`src/rtl/usb_tx.sv`:
```
// usb_tx: USB packet transmitter (SYNC, PID, payload, EOP) with NRZI encoding and bit stuffing.
// Define USB_TX_CRC16_EN to append a CRC-16 to DATA packets; the default build sends none.
module usb_tx #(
  parameter int BIT_PERIOD  = 8,
  parameter int MAX_PAYLOAD = 64
) (
  input  logic       clk,
  input  logic       rst,
  input  logic [2:0] tx_packet,
  input  logic [6:0] buffer_occupancy,
  input  logic [7:0] tx_packet_data,
  output logic       get_tx_packet_data,
  output logic       tx_transfer_active,
  output logic       tx_error,
  output logic       d_plus_out,
  output logic       d_minus_out
);
  localparam int PW = BIT_PERIOD > 1 ? $clog2(BIT_PERIOD) : 1;
  localparam logic [PW-1:0] PH_LAST = PW'(BIT_PERIOD - 1);
  localparam logic [7:0] MAXP = 8'(MAX_PAYLOAD);

  typedef enum logic [3:0] {
    IDLE, SYNC, PID, LOAD, DATA,
`ifdef USB_TX_CRC16_EN
    CRC_LO, CRC_HI,
`endif
    EOP_SE0, EOP_J
  } state_t;

  state_t        r_state;
  state_t        w_end_st;
  logic [PW-1:0] r_phase;
  logic [2:0]    r_idx;
  logic [2:0]    r_ones;
  logic [7:0]    r_shift;
  logic [7:0]    r_nxt;
  logic [7:0]    r_pid;
  logic [6:0]    r_left;
  logic          r_have;
  logic          r_pend;
  logic          r_data;
  logic          r_dp;
  logic          r_dm;
  logic          r_active;
  logic          r_err;
  logic          r_get;
  logic          w_bnd;
  logic          w_bad;
  logic          w_isdata;
  logic          w_ovf;
  logic          w_start;
  logic          w_stuff;
  logic          w_last;
  logic          w_more;
  logic          w_nbit;
  logic          w_go_eop;
  logic [7:0]    w_pid;
  logic [7:0]    w_nbyte;

  assign w_bad    = tx_packet[2] & tx_packet[1];
  assign w_isdata = tx_packet == 3'd1 || tx_packet == 3'd2;
  assign w_ovf    = w_isdata && ({1'b0, buffer_occupancy} > MAXP);
  assign w_start  = tx_packet != 3'd0 && !w_bad && !w_ovf;
  assign w_pid    = tx_packet == 3'd1 ? 8'hC3 :
                    tx_packet == 3'd2 ? 8'h4B :
                    tx_packet == 3'd3 ? 8'hD2 :
                    tx_packet == 3'd4 ? 8'h5A : 8'h1E;

  // The bit on the wire is (r_state, r_idx); each boundary picks the next one or a stuffed 0.
  assign w_bnd    = r_phase == PH_LAST;
  assign w_stuff  = r_ones == 3'd6;
  assign w_last   = r_idx == 3'd7;
  assign w_more   = r_state == DATA && r_have;
  assign w_nbit   = w_stuff ? 1'b0 : w_last ? w_nbyte[0] : r_shift[r_idx + 3'd1];
  assign w_go_eop = w_last && !w_stuff && w_end_st == EOP_SE0;

`ifdef USB_TX_CRC16_EN
  logic [15:0] r_crc;
  logic        w_pay;
  assign w_pay    = !w_stuff && (w_last ? w_more : r_state == DATA);
  assign w_end_st = r_state == SYNC ? PID : w_more ? DATA : r_state == CRC_LO ? CRC_HI :
                    (r_state == CRC_HI || !r_data) ? EOP_SE0 : CRC_LO;
  assign w_nbyte  = r_state == SYNC ? r_pid : w_more ? r_nxt :
                    r_state == CRC_LO ? ~r_crc[15:8] : ~r_crc[7:0];
  // Reflected form of poly 0x8005: the complemented register goes out LSB first.
  always_ff @(posedge clk) begin
    if (rst)
      r_crc <= '0;
    else if (r_state == IDLE)
      r_crc <= 16'hFFFF;
    else if (w_bnd && w_pay && r_state != EOP_SE0 && r_state != EOP_J)
      r_crc <= {1'b0, r_crc[15:1]} ^ ((r_crc[0] ^ w_nbit) ? 16'hA001 : 16'h0000);
  end
`else
  assign w_end_st = r_state == SYNC ? PID : w_more ? DATA : EOP_SE0;
  assign w_nbyte  = r_state == SYNC ? r_pid : r_nxt;
`endif

  always_ff @(posedge clk) begin
    if (rst) begin
      r_state  <= IDLE;
      r_phase  <= '0;
      r_idx    <= '0;
      r_ones   <= '0;
      r_shift  <= '0;
      r_nxt    <= '0;
      r_pid    <= '0;
      r_left   <= '0;
      r_have   <= 1'b0;
      r_pend   <= 1'b0;
      r_data   <= 1'b0;
      r_dp     <= 1'b1;
      r_dm     <= 1'b0;
      r_active <= 1'b0;
      r_err    <= 1'b0;
      r_get    <= 1'b0;
    end else begin
      r_err   <= 1'b0;
      r_get   <= 1'b0;
      r_phase <= (r_state == IDLE || w_bnd) ? '0 : r_phase + 1'b1;
      if (r_state == IDLE) begin
        if (r_pend) begin
          r_pend   <= 1'b0;
          r_state  <= SYNC;
          r_active <= 1'b1;
          r_idx    <= '0;
          r_ones   <= '0;
          r_shift  <= 8'h80;
          r_dp     <= 1'b0;
          r_dm     <= 1'b1;
        end else if (w_start) begin
          r_pend <= 1'b1;
          r_pid  <= w_pid;
          r_data <= w_isdata;
          r_left <= w_isdata ? buffer_occupancy : '0;
          r_have <= 1'b0;
        end else begin
          r_err <= w_bad || w_ovf;
        end
      end else if (r_state == LOAD) begin
        r_nxt   <= tx_packet_data;
        r_have  <= 1'b1;
        r_state <= DATA;
      end else if (r_state == EOP_SE0) begin
        if (w_bnd) begin
          r_idx <= r_idx + 3'd1;
          if (r_idx[0]) begin
            r_state <= EOP_J;
            r_dp    <= 1'b1;
          end
        end
      end else if (r_state == EOP_J) begin
        if (w_bnd) begin
          r_state  <= IDLE;
          r_active <= 1'b0;
        end
      end else if (w_bnd) begin
        if (w_go_eop) begin
          r_state <= EOP_SE0;
          r_idx   <= '0;
          r_ones  <= '0;
          r_dp    <= 1'b0;
          r_dm    <= 1'b0;
        end else begin
          r_ones <= w_nbit ? r_ones + 3'd1 : '0;
          if (!w_nbit) begin
            r_dp <= ~r_dp;
            r_dm <= ~r_dm;
          end
          if (!w_stuff) begin
            r_idx <= r_idx + 3'd1;
            if (w_last) begin
              r_state <= w_end_st;
              r_shift <= w_nbyte;
              r_have  <= 1'b0;
            end else if (r_idx == 3'd6 && (r_state == PID || r_state == DATA) && r_left != '0) begin
              r_state <= LOAD;
              r_get   <= 1'b1;
              r_left  <= r_left - 7'd1;
            end
          end
        end
      end
    end
  end

  assign get_tx_packet_data = r_get;
  assign tx_transfer_active = r_active;
  assign tx_error           = r_err;
  assign d_plus_out         = r_dp;
  assign d_minus_out        = r_dm;
endmodule
```
`config.mk`:
```
export PLATFORM = sky130hd
export DESIGN_NAME = usb_tx
export DESIGN_NICKNAME = d
export VERILOG_FILES = /design/src/rtl/usb_tx.sv
export SDC_FILE = /design/constraint.sdc
export NUM_CORES = 1
export LEC_CHECK = 0
export ABC_AREA = 0
export BUFFER_PORTS_ARGS = -buffer_cell sky130_fd_sc_hd__buf_2
export CORE_ASPECT_RATIO = 0.9
export CORE_MARGIN = 4
export CORE_UTILIZATION = 55
export DETAILED_ROUTE_END_ITERATION = 10
export GPL_TIMING_DRIVEN = 0
export HOLD_SLACK_MARGIN = 0.02
export PLACE_DENSITY_LB_ADDON = 0.1
export SYNTH_ARGS = -nofsm -noshare
export SYNTH_HDL_FRONTEND = slang
export SYNTH_SLANG_ARGS = --single-unit
```
`constraint.sdc`:
```
create_clock -name clk -period 6.2 [get_ports clk]
set_clock_uncertainty 0.2 [all_clocks]
set_input_delay 0.31 -clock clk [delete_from_list [all_inputs] [get_ports clk]]
set_output_delay 0.31 -clock clk [all_outputs]
set_load 0.03 [all_outputs]
```
=== Word-level counts from Yosys, hierarchy flattened ===
Index checks and enable logic that the tools add are counted.

* Flip-flop bits (word level): 51
* Word-level logic and storage cells: 200
* Input bits: 20

* Bitwise logic cells: 6
* Mux-type cells: 97
* Add/sub/neg operators: 4
* Equality and inequality tests: 36
* Reduce and logical (&&, ||, !) cells: 40
* $lt $le $gt $ge: 2

{| class="wikitable"
|+ Operators by type and width
! kind !! count
|-
| 8-bit two-way mux || 13
|-
| 7-bit two-way mux || 13
|-
| 4-bit two-way mux || 13
|-
| 3-bit two-way mux || 17
|-
| 1-bit two-way mux || 40
|-
| 4-bit by 3-bit equality test with 1-bit output, second input constant || 4
|-
| 8-bit AND reduction || 2
|-
| 3-bit equality test, second input constant || 5
|-
| 3-bit inequality test, second input constant || 5
|-
| 5-bit AND reduction || 3
|-
| 7-bit nonzero test || 2
|-
| 2-bit inequality test, second input constant || 6
|-
| 6-bit AND reduction || 2
|-
| 3-bit nonzero test || 4
|-
| 10-bit AND reduction || 1
|-
| 3-bit by 1-bit adder with 3-bit output, second input constant || 3
|-
| 3-bit by 1-bit inequality test with 1-bit output, second input constant || 3
|-
| 9-bit OR reduction || 1
|-
| 4-bit by 2-bit equality test with 1-bit output, second input constant || 2
|-
| 1-bit logical AND || 8
|-
| 4-bit by 1-bit inequality test with 1-bit output, second input constant || 2
|-
| 2-bit nonzero test || 4
|-
| 7-bit greater-than comparator, second input constant || 1
|-
| 7-bit AND reduction || 1
|-
| other kinds (18) || 30
|}

=== Longest topological paths before layout ===
Gate-level depths: netlist (run 1).

* Word-level depth: 13
* Mapped depth: 9
* Gate-level depth less buffers: 8

=== Worst setup path after synthesis (run 1) ===
No wires, ideal clock.

* Path kind: register to register
* Start: register r_state[2]
* End: register r_left[0]
* Library setup time: 0.087 ns
* Path buffers: 1
* Stages on the path, launching flop included: 8
* Data arrival time: 2.180 ns
* Path slack: 3.733 ns
* Cells stage by stage: dfxtp_1 buf_6 or3_1 nand2b_4 or3b_1 a221o_1 or4_1 o31ai_1

* Longest elaborated chain between the ends: 8
* Elaborated cells on any way between the ends: 27
* Classes of those cells: 15 x eq/ne; 3 x mux; 9 x reduce/logical

{| class="wikitable"
|+ RTL lines
! item !! line !! source
|-
| start: declaration || 30 || <nowiki>state_t r_state;</nowiki>
|-
| start signal: assignment || 173 || <nowiki>r_state <= w_end_st;</nowiki>
|-
| 4-bit by 3-bit equality test with 1-bit output || 73, 176 ||
|-
| 1-bit logical AND || 73 || <nowiki>assign w_more = r_state == DATA && r_have;</nowiki>
|-
| 1-bit two-way mux || 95 || <nowiki>assign w_end_st = r_state == SYNC ? PID : w_more ? DATA : EOP_SE0;</nowiki>
|-
| 3-bit two-way mux || 95 ||
|-
| 4-bit by 3-bit equality test with 1-bit output || 75 || <nowiki>assign w_go_eop = w_last && !w_stuff && w_end_st == EOP_SE0;</nowiki>
|-
| 1-bit logical AND || 75 ||
|-
| 2-bit by 1-bit inequality test with 1-bit output (no line) || -- ||
|-
| 10-bit AND reduction (no line) || -- ||
|-
| end signal: assignment || 135 || <nowiki>r_left <= w_isdata ? buffer_occupancy : '0;</nowiki>
|-
| end signal: assignment || 179 || <nowiki>r_left <= r_left - 7'd1;</nowiki>
|-
| end: declaration || 38 || <nowiki>logic [6:0] r_left;</nowiki>
|}

Parallel ways exist; a longest one is shown, timed or not.
A chain may end at the register's enable or synchronous reset.

=== Worst setup path in the final report (run 1) ===
* Start: register r_state[1]
* End: register r_left[3]

The elaborated chain is that of the path after synthesis.

==> results of run 1 <==
[final timing paths]
check | slack [ps] | to | depth (start not counted) | start
worst max-delay path | 3270 | r_left[3]$_SDFFE_PP0P_ | 7 | r_state[1]$_SDFFE_PP0P_
worst min-delay path | 20 | r_nxt[3]$_SDFFE_PP0P_ | 3 | tx_packet_data[3]
worst max register to register | 3270 | r_left[3]$_SDFFE_PP0P_ | 7 | r_state[1]$_SDFFE_PP0P_
worst min register to register | 240 | r_phase[0]$_SDFF_PP0_ | 1 | r_phase[0]$_SDFF_PP0_
[per-stage QoR]
stage,cells,worst slack (ps),cell area [sq um],util,total power [mW]
2_1_floorplan,330,3730,2700,-,0.833
3_3_place_gp,412,3390,2880,0.626,0.952
3_5_place_dp,412,3380,2880,0.626,0.963
4_1_cts,420,3350,2970,0.646,1.15
5_1_grt,420,3090,2970,0.646,1.25
6_report,420,3270,2970,0.646,1.16
[sequential cells by signal, summed over array words and instances, names as in the netlist, 3 cells and up]
signal   cells
r_left       7
r_phase      3
r_state      3
r_nxt        8
r_ones       3
r_shift      8
r_pid        7
r_idx        3
[synthesized netlist by cell type, types with 2 or more instances]
library cell  number
a21o_1             5
a221o_1            2
nor4_1             2
nor2_1            39
clkbuf_1          19
or4_1              2
a21oi_1           23
xnor2_1            5
a31oi_1            5
nand2b_1           7
buf_1              2
mux2i_1           15
or3_1              3
o21a_1             2
nand2_1           22
a311oi_1           6
nand3b_1           5
a211oi_1          10
dfxtp_1           49
inv_1             11
o31ai_1            4
nor2b_1            5
nor3_1            12
a221oi_1           2
and2_1             2
nor3b_1            5
or2_2              3
buf_2              3
mux4_2             2
nand3_1            9
o21ai_0           21
ha_1               8
[where the power goes]
group	internal, mW	switching [mW]
sequential	0.378	0.0431
combinational	0.207	0.341
clock	0.0802	0.111
total	0.665	0.496
[per-layer routing]
metal	vias to the layer above	GRT usage	routed length, microns
met2	88	0.345	2810
met3	19	0.0436	427
met1	1153	0.336	3120
li1	1251	-	-
met4	0	0.0904	179
met5	-	0	0
[kinds of logic (layout without fill, tap and decap cells)]
kind of cell | count (synthesis) | in the layout | share of synthesized area
compound gates | 92 | 92 | 0.225
xor+xnor | 6 | 6 | 0.0194
fa+ha+maj | 9 | 9 | 0.0407
buf+inv | 36 | 64 | 0.0541
flops | 49 | 49 | 0.363
mux | 17 | 17 | 0.0722
simple gates | 121 | 121 | 0.225
[layout make-up]
class	instances	share of cell area
Tap cell	62	0.0261
Clock buffer	5	0.0231
Clock inverter	3	0.00758
Multi-Input combinational cell	245	0.530
Buffer	25	0.0354
Inverter	11	0.0139
Timing Repair Buffer	20	0.0337
Sequential cell	49	0.330
[critical path: cells and delay by family (launching register included)]
family                 cells  cell delay [ps]
AO/OA/AOI/OAI              2              370
AND/OR/NAND/NOR            2             1070
buffers and inverters      3              860
flip-flops                 1              300
==> metrics.md, run 1 <==
| Metric | Value |
|---|---|
| H-tree depth | `2` |
| Final period util | `0.472` |
| Worst hold slack | `around 24 ps` |
| CTS tree | `built` |
| Std-Cell Rows | `23` |
| # diodes | `0` |
| Sink Count | `between 40 and 50` |
| Clock slew seen by the registers of the worst setup and hold paths | `around 90 ps` |
| Fin. Hold Viols | `0` |
| Commonest non-fill, non-tap cell in the layout | `dfxtp_1` |
| Slew of the pin with the lowest slew margin | `about 1200 ps` |
| Worst Path Arrival | `2910 ps` |
| Gr usage total | `0.233` |
| CTS root buffer | `clkbuf_8` |
| Vias in the first global route | `2242` |
| Number of vias per cell | `between 5 and 6` |
| Core footprint | `4600 sq um` |
| First-pass GRT wire length | `10900 microns` |
| Largest cells by area after synthesis | `dfxtp_1 (36%), mux2i_1 (5.6%), nor2_1 (5.4%)` |
| Drc violations | `0` |
| Slew Limit Fails | `0` |
| Iteration-0 DRC Markers | `280` |
| Nets | `between 300 and 400` |
| Share of cells above drive strength 1 | `0.117` |
| Worst IR Drop VDD | `between 0.15 and 0.2 mV` |
| Async S/R FF share, synth | `0` |
| Most used flip-flop cell after synthesis | `dfxtp_1` |
| Setup bufs post-CTS | `0` |
| Fmax | `341 MHz` |
| Hold buffers post-CTS | `0` |
| WP data required | `roughly 6200 ps` |
| Post-CTS sizing | `0` |
| Worst path max stage delay | `1000 ps` |
| Gpl congestion | `0.935` |
| Top cell type's share of synthesized area | `0.363` |
| Routed WL | `6540 microns` |
| Min cycle time layout | `2930 ps` |
| Area growth syn-to-layout | `9.95%` |
| Mean Syn Cell Area | `8.19 sq um` |
| P_leak | `approximately 1.2 nW` |
| Multi-input gate area | `1580 sq um` |
| I/O pins | `25` |
| Fillers | `421` |
| Gate Count Post-Synth | `330` |
| Endpoint class of the critical path | `flip-flop` |
| RSZ-0062 raised after global routing | `false` |
| Via Count | `around 2.5k` |
| Initial antenna violation count | `0` |
| TNS Setup | `0 ps` |
| Gr ovfl total | `0` |
| Dpl hpwl | `around 4800 microns` |
| Clock Tree Buf Depth | `2` |
| Die width | `around 82 microns` |
| YS warnings | `0` |
| Largest net degree at the start of global routing | `17` |
| Clock latency on the worst-skew pair | `310 ps` |
| Synthesized area | `2700 sq um` |
| Sequential cell area | `981 sq um` |
| Commonest non-fill, non-tap cells in the layout | `dfxtp_1 (49), nor2_1 (39), buf_2 (23), a21oi_1 (23), nand2_1 (22)` |
| DRT antenna net count | `0` |
| Number of I/O port buffers | `20` |
| Critical path, cell by cell | `buf_2 -> buf_1 -> nor3_1 -> clkbuf_1 -> a21oi_1 -> a311oi_1 -> nor3_1` |
| Total of max-cap violations | `0` |
| Type of the worst setup path | `reg2reg` |
| Initial Util | `0.587` |
| DRT Pass-1 Iters | `5` |
| Yosys top cell by area | `dfxtp_1` |
| Distinct cells, synth | `52` |
| Net count after synthesis | `358` |
| Power per Cell Area | `between 300 and 400 nW/um^2` |
| Worst hold path class | `in2reg` |
| CP max-delay cell | `nor3_1` |
| Worst Path Max Fanout | `10` |
| Die footprint | `roughly 6000 sq um` |
| CTS buffer count | `5` |
| Slew margin rel. | `0.205` |
| Outcome | `complete, no violations` |
| Crit-path most repeated cell | `nor3_1` |
| Final setup viols | `0` |
| Synth Register Bits | `just under 50` |
| Number of synthesized flops with an enable pin | `0` |
| Die Y | `between 70 and 80 microns` |
| Startpoint class of the critical path | `flip-flop` |
| Seq/Total Area, Yosys | `0.363` |
| Routed WL per cell | `between 15 and 20 microns` |
Power figures use the tool's default switching activity.
==> inputs of run 2 (changes only) <==
clock period = 2.8 ns   (was 6.2 ns; I/O delays follow)
==> run 2 against run 1 <==
Compared with the run above: first-iteration DRC count is 5.4% higher; non-clock buffer count is 11 higher; register-to-register slack worse by 3200 ps; total power is 130% higher; combinational power is 130% higher; final cell count is 2.6% higher; global-route usage is 0.94 points higher; sequential cell count stayed put; count of clock-buffer cells in the layout stayed put.
==> metrics.md, run 2 (same netlist as run 1, synthesis figures left out) <==
| Metric | Value |
|---|---|
| Outcome | `complete, no violations` |
| P_leak | `1.20 nW (+4.5%)` |
| Power per Cell Area | `846 nW/um^2 (+120%)` |
| Clock Tree Buf Depth | `2 (unchanged)` |
| Dpl hpwl | `4840 microns (unchanged)` |
| Delay-heaviest family, CP | `simple AND/OR/NAND/NOR gates` |
| Slew Limit Fails | `0 (unchanged)` |
| I/O pins | `25 (unchanged)` |
| Via Count | `2585 (+2.9%)` |
| Initial Util | `0.587 (unchanged)` |
| Number of vias per cell | `6.00 (+0.32%)` |
| H-tree depth | `2 (unchanged)` |
| Post-Place Cells | `412 (unchanged)` |
| CTS root buffer | `clkbuf_8` |
| Type of the worst setup path | `reg2reg` |
| Largest net degree at the start of global routing | `17 (unchanged)` |
| CTS tree | `built` |
| Slew margin rel. | `0.541 (+0.336)` |
| Gr usage total | `0.243 (+0.00940)` |
| Final instance area | `3110 sq um (+4.6%)` |
| Layout Cells excl Fill | `431 (+2.6%)` |
| Min cycle time layout | `2680 ps (-247 ps)` |
| Placed Area | `2880 sq um (unchanged)` |
| Die footprint | `6100 sq um (unchanged)` |
| Worst Path Max Fanout | `10 (unchanged)` |
| Routed WL | `6750 microns (+3.2%)` |
| Worst hold path class | `in2reg` |
| Worst IR Drop VDD | `0.402 mV (+130%)` |
| Share of cells above drive strength 1 | `0.133 (+0.0155)` |
| Iteration-0 DRC Markers | `295 (+5.4%)` |
| Gr ovfl total | `0 (unchanged)` |
| Clock latency on the worst-skew pair | `310 ps (about the same)` |
| Fillers | `403 (-4.3%)` |
| Gpl congestion | `0.935 (unchanged)` |
| Startpoint class of the critical path | `flip-flop` |
| Initial antenna violation count | `0 (unchanged)` |
| Core footprint | `4600 sq um (unchanged)` |
| Sink Count | `49 (unchanged)` |
| Post-layout util | `0.675 (+0.0296)` |
| Commonest non-fill, non-tap cells in the layout | `dfxtp_1 (49), nor2_1 (39), buf_2 (23)` |
| Area growth syn-to-layout | `15.0%` |
| CTS buffer count | `5 (unchanged)` |
| Final period util | `0.958 (+0.485)` |
| WP data required | `2780 ps (-3410 ps)` |
| DRT antenna net count | `0 (unchanged)` |
| Fin. Hold Viols | `0 (unchanged)` |
| Clock slew seen by the registers of the worst setup and hold paths | `90 ps (about the same)` |
| Slew of the pin with the lowest slew margin | `689 ps (-495 ps)` |
| Worst Path Arrival | `2670 ps (-240 ps)` |
| Critical path, cell by cell | `buf_6 -> or3_4 -> nand2b_4 -> or3b_4 -> a221o_1 -> buf_2 -> a311oi_1 -> a211oi_1` |
| Total of max-cap violations | `0 (unchanged)` |
| Commonest non-fill, non-tap cell in the layout | `dfxtp_1` |
| # diodes | `0 (unchanged)` |
| Routed WL per cell | `15.7 microns (+0.61%)` |
| Vias in the first global route | `2378 (+6.1%)` |
| First-pass GRT wire length | `11400 microns (+4.1%)` |
| Worst path max stage delay | `420 ps (-580 ps)` |
| Biggest regs | `r_nxt: 8 flops, r_shift: 8 flops` |
| Die Y | `74.5 microns (unchanged)` |
| Std-Cell Rows | `23 (unchanged)` |
| DRT Pass-1 Iters | `5 (unchanged)` |
| CP max-delay cell | `or3b_4` |
| Drc violations | `0 (unchanged)` |
| Number of I/O port buffers | `20 (unchanged)` |
| Nets | `396 (+2.9%)` |
| Crit path buffers/inverters | `2 (-1)` |
| Sequential cell area | `981 sq um (unchanged)` |
| Fmax | `373 MHz (+9.2%)` |
| Endpoint class of the critical path | `flip-flop` |
| Die width | `81.9 microns (unchanged)` |
| Final setup viols | `0 (unchanged)` |
| Multi-input gate area | `1610 sq um (+1.8%)` |
## run 2: path summary, 6_finish.rpt
kind	start	cells past startpoint	endpoint	slack, ps
max	r_state[2]$_SDFFE_PP0P_	8	r_left[1]$_SDFFE_PP0P_	120
min	buffer_occupancy[1]	3	r_left[1]$_SDFFE_PP0P_	30
min reg2reg	r_phase[0]$_SDFF_PP0_	1	r_phase[0]$_SDFF_PP0_	240
max reg2reg	r_state[2]$_SDFFE_PP0P_	8	r_left[1]$_SDFFE_PP0P_	120
## run 2: per-layer routing
layer / part of all wire / routed length [microns] / global-route usage
met5: 0 / 0 / 0
met4: 0.025 / 172 / 0.101
met3: 0.060 / 402 / 0.0448
met2: 0.45 / 3010 / 0.364
met1: 0.47 / 3170 / 0.343
## run 2: timing repair
| item | 4_1_cts | 5_1_grt |
|---|---|---|
| gates resized for setup | 1 | 6 |
| endpoints found under the hold margin | 10 | 0 |
| setup buffers | 0 | 1 |
| pin swaps | 0 | 1 |
| hold buffers | 10 | 0 |
| setup endpoints to repair | 4 | 10 |
## run 2: metrics by stage
step | setup TNS, ps | hold slack (ps) | power, mW | setup WS (ps)
after CTS | 0 | 24.1 | 2.57 | 83.8
final | 0 | 34.7 | 2.63 | 118
after global placement | -11.4 | 170 | 2.11 | -11.4
after detailed placement | -23.8 | 178 | 2.13 | -23.8
after floorplan | 0 | 83.9 | 1.85 | 333
after global routing | -175 | 60.6 | 2.82 | -53.4
## run 2: cell type report
type / count / area share
Multi-Input combinational cell: 245 / 0.516
Clock inverter: 3 / 0.00724
Tap cell: 62 / 0.0249
Buffer: 25 / 0.0338
Sequential cell: 49 / 0.315
Inverter: 11 / 0.0133
Timing Repair Buffer: 31 / 0.0668
Clock buffer: 5 / 0.0221
## run 2: worst register-to-register path, cell delays in order (launching register included)
cell,delay [ps]
dfxtp_1,320
buf_6,130
or3_4,400
nand2b_4,170
or3b_4,420
a221o_1,420
buf_2,210
a311oi_1,220
a211oi_1,70
## run 2: where the power goes
part | total (mW) | internal [mW] | switching [mW]
registers | 0.933 | 0.836 | 0.0970
logic | 1.27 | 0.497 | 0.775
clock network | 0.425 | 0.178 | 0.247
==> inputs of run 3 (changes only) <==
CORE_UTILIZATION = 50   (was 55)
SLEW_MARGIN = 20   (was default)
==> run 3 against run 2 <==
Compared with the run above: count of clock-buffer cells in the layout is 1 higher; critical endpoint is now r_left[0]$_SDFFE_PP0P_; register-to-register slack worse by 20 ps; clock power is 8.2% higher; largest cell class unchanged; largest power group unchanged.
==> metrics.md, run 3 (same netlist as run 1, synthesis figures left out) <==
| Metric | Value |
|---|---|
| Area growth syn-to-layout | `15.3%` |
| Sw frac | `0.421 (-0.00489)` |
| Slew margin rel. | `0.537 (-0.00408)` |
| Combinational fraction of design power | `0.473 (-0.011)` |
| Final Total Pwr | `2.64 mW (+0.40%)` |
| DRT Pass-1 Iters | `4 (-1)` |
| Post-Place Cells | `417 (+1.2%)` |
| Iteration-0 DRC Markers | `269 (-8.8%)` |
| Worst hold slack | `36.3 ps (+1.59 ps)` |
| Clock share of power | `0.174 (+0.013)` |
| Power per Cell Area | `848 nW/um^2 (+0.15%)` |
| Final setup viols | `0 (unchanged)` |
| Layout Cells excl Fill | `436 (+1.2%)` |
| Fin. Hold Viols | `0 (unchanged)` |
| Gr usage total | `0.212 (-0.0306)` |
| Type of the worst setup path | `reg2reg` |
| Internal Power | `1.53 mW (+1.2%)` |
| Initial antenna violation count | `0 (unchanged)` |
| Sink Count | `49 (unchanged)` |
| Switching power | `1.11 mW (-0.76%)` |
| DRT antenna net count | `0 (unchanged)` |
| Nets | `396 (unchanged)` |
| # diodes | `0 (unchanged)` |
| Critical path, cell by cell | `buf_6 -> or3_4 -> nand2b_4 -> or3b_4 -> a221o_1 -> or4_1 -> o31ai_1` |
| Hold Startpoint | `tx_packet[1]` |
| Slew Limit Fails | `0 (unchanged)` |
| PnR worst setup slack | `97.7 ps (-20.2 ps)` |
| Commonest non-fill, non-tap cells in the layout | `dfxtp_1 (48), nor2_1 (39), buf_2 (23)` |
| Via Count | `2492 (-3.6%)` |
| RR Startpoint | `r_state[2]$_SDFFE_PP0P_` |
| Die Y | `77.8 microns (+4.4%)` |
| Worst Path Arrival | `2720 ps (+50 ps)` |
| Dpl hpwl | `4800 microns (-0.71%)` |
| Die footprint | `6650 sq um (+9.0%)` |
| Fmax | `370 MHz (-0.75%)` |
| R2r setup slk | `100 ps (-20 ps)` |
| Share of cells above drive strength 1 | `0.127 (-0.00542)` |
| Final period util | `0.965 (+0.00720)` |
| Clock Tree Buf Depth | `2 (unchanged)` |
| CTS buffer count | `5 (unchanged)` |
| Setup bufs post-CTS | `0 (unchanged)` |
| Outcome | `complete, no violations` |
| TNS Setup | `0 ps (unchanged)` |
| Routed WL per cell | `15.3 microns (-2.5%)` |
| Worst Path Max Fanout | `8 (-2)` |
| RSZ-0062 raised after global routing | `false` |
| P_leak | `1.20 nW (about the same)` |
| Clock latency on the worst-skew pair | `310 ps (about the same)` |
| Vias in the first global route | `2305 (-3.1%)` |
| CTS tree | `built` |
| CP max-delay cell | `or4_1` |
| Dpl ws | `15.7 ps (+39.5 ps)` |
| Die width | `85.5 microns (+4.4%)` |
| Gpl congestion | `0.933 (-0.25%)` |
| Commonest non-fill, non-tap cell in the layout | `dfxtp_1` |
| Endpoint class of the critical path | `flip-flop` |
| I/O pins | `25 (unchanged)` |
| Slew of the pin with the lowest slew margin | `695 ps (+6.12 ps)` |
| First-pass GRT wire length | `11400 microns (-0.25%)` |
| Gr ovfl total | `0 (unchanged)` |
| Fillers | `509 (+26%)` |
| H-tree depth | `2 (unchanged)` |
| Biggest regs | `r_nxt: 8 flops, r_shift: 8 flops` |
| Std-Cell Rows | `25 (+8.7%)` |
| WP data required | `2820 ps (+40 ps)` |
| Routed WL | `6660 microns (-1.4%)` |
| Startpoint class of the critical path | `flip-flop` |
| Drc violations | `0 (unchanged)` |
| Min cycle time layout | `2700 ps (+20.2 ps)` |
| CTS root buffer | `clkbuf_8` |
| Clock slew seen by the registers of the worst setup and hold paths | `90 ps (about the same)` |
| Number of vias per cell | `5.72 (-4.7%)` |
| Final instance area | `3120 sq um (+0.24%)` |
| Worst hold path class | `in2reg` |
| Worst path max stage delay | `490 ps (+70 ps)` |
| Total of max-cap violations | `0 (unchanged)` |
| Post-layout util | `0.593 (-0.0822)` |
| Initial Util | `0.515 (-0.0727)` |
| Largest net degree at the start of global routing | `17 (unchanged)` |
| Placed Area | `2890 sq um (+0.22%)` |
| Worst IR Drop VDD | `0.541 mV (+35%)` |
| Reg2reg end | `r_left[0]$_SDFFE_PP0P_` |
| Hold EP | `tx_error$_SDFF_PP0_` |
| Hold Path Depth | `3 (unchanged)` |
| Worst-case reg-to-reg path depth | `7 (-1)` |
| Core footprint | `5260 sq um (+14%)` |
| Power share of the sequential group | `0.353 (-0.002)` |
| Number of I/O port buffers | `20 (unchanged)` |
-- run 3: per-layer routing --
| layer | GRT usage | share of wire | wire length (microns) | vias up |
|---|---|---|---|---|
| met4 | 0.0744 | 0.014 | 96 | 0 |
| met3 | 0.0318 | 0.044 | 294 | 6 |
| li1 | - | - | - | 1269 |
| met2 | 0.321 | 0.45 | 3010 | 66 |
| met1 | 0.305 | 0.49 | 3250 | 1151 |
| met5 | 0 | 0 | 0 | - |
-- run 3: power by group through the flow --
stage | Sequential (mW) | Clock (mW) | Combinational, mW
5_1_grt | 0.951 | 0.494 | 1.38
3_3_place_gp | 0.943 | 0 | 1.17
4_1_cts | 0.930 | 0.479 | 1.20
2_1_floorplan | 0.947 | 0 | 0.898
3_5_place_dp | 0.945 | 0 | 1.18
6_report | 0.932 | 0.460 | 1.25
-- run 3: what timing repair did --
item | in CTS | in global routing
endpoints found under the hold margin | 11 | 0
hold buffers | 11 | 0
gates resized for setup | 1 | 5
setup endpoints to repair | 2 | 10
pin swaps | 0 | 1
-- run 3: cell type report --
class / count / area, sq um / share of cell area
plain buffers: 25 / 105 / 0.0337
clock buffers: 6 / 82.6 / 0.0265
clock inverters: 2 / 17.5 / 0.00562
inverters: 11 / 41.3 / 0.0132
multi-input cells: 245 / 1590 / 0.511
flip-flops and latches: 49 / 982 / 0.315
well taps: 67 / 83.8 / 0.0269
repair buffers: 31 / 210 / 0.0674
-- run 3: worst max path at each step --
stage / startpoint / end / slack, ps / depth (start not counted)
2_1_floorplan: r_state[2]$_SDFFE_PP0P_ / r_left[0]$_SDFFE_PP0P_ / 330 / 7
3_3_place_gp: r_state[1]$_SDFFE_PP0P_ / r_left[3]$_SDFFE_PP0P_ / -40 / 7
3_5_place_dp: r_state[1]$_SDFFE_PP0P_ / r_left[3]$_SDFFE_PP0P_ / 20 / 7
4_1_cts: r_state[2]$_SDFFE_PP0P_ / r_left[0]$_SDFFE_PP0P_ / 60 / 7
5_1_grt: r_state[0]$_SDFFE_PP0P_ / r_shift[7]$_SDFFE_PP0P_ / 10 / 8
6_report: r_state[2]$_SDFFE_PP0P_ / r_left[0]$_SDFFE_PP0P_ / 100 / 7
-- run 3: critical path: cells and delay by family (launching register included) --
kind	cells	cell delay, ps
compound gates	2	510
buf+inv	1	130
flops	1	320
simple gates	4	1480
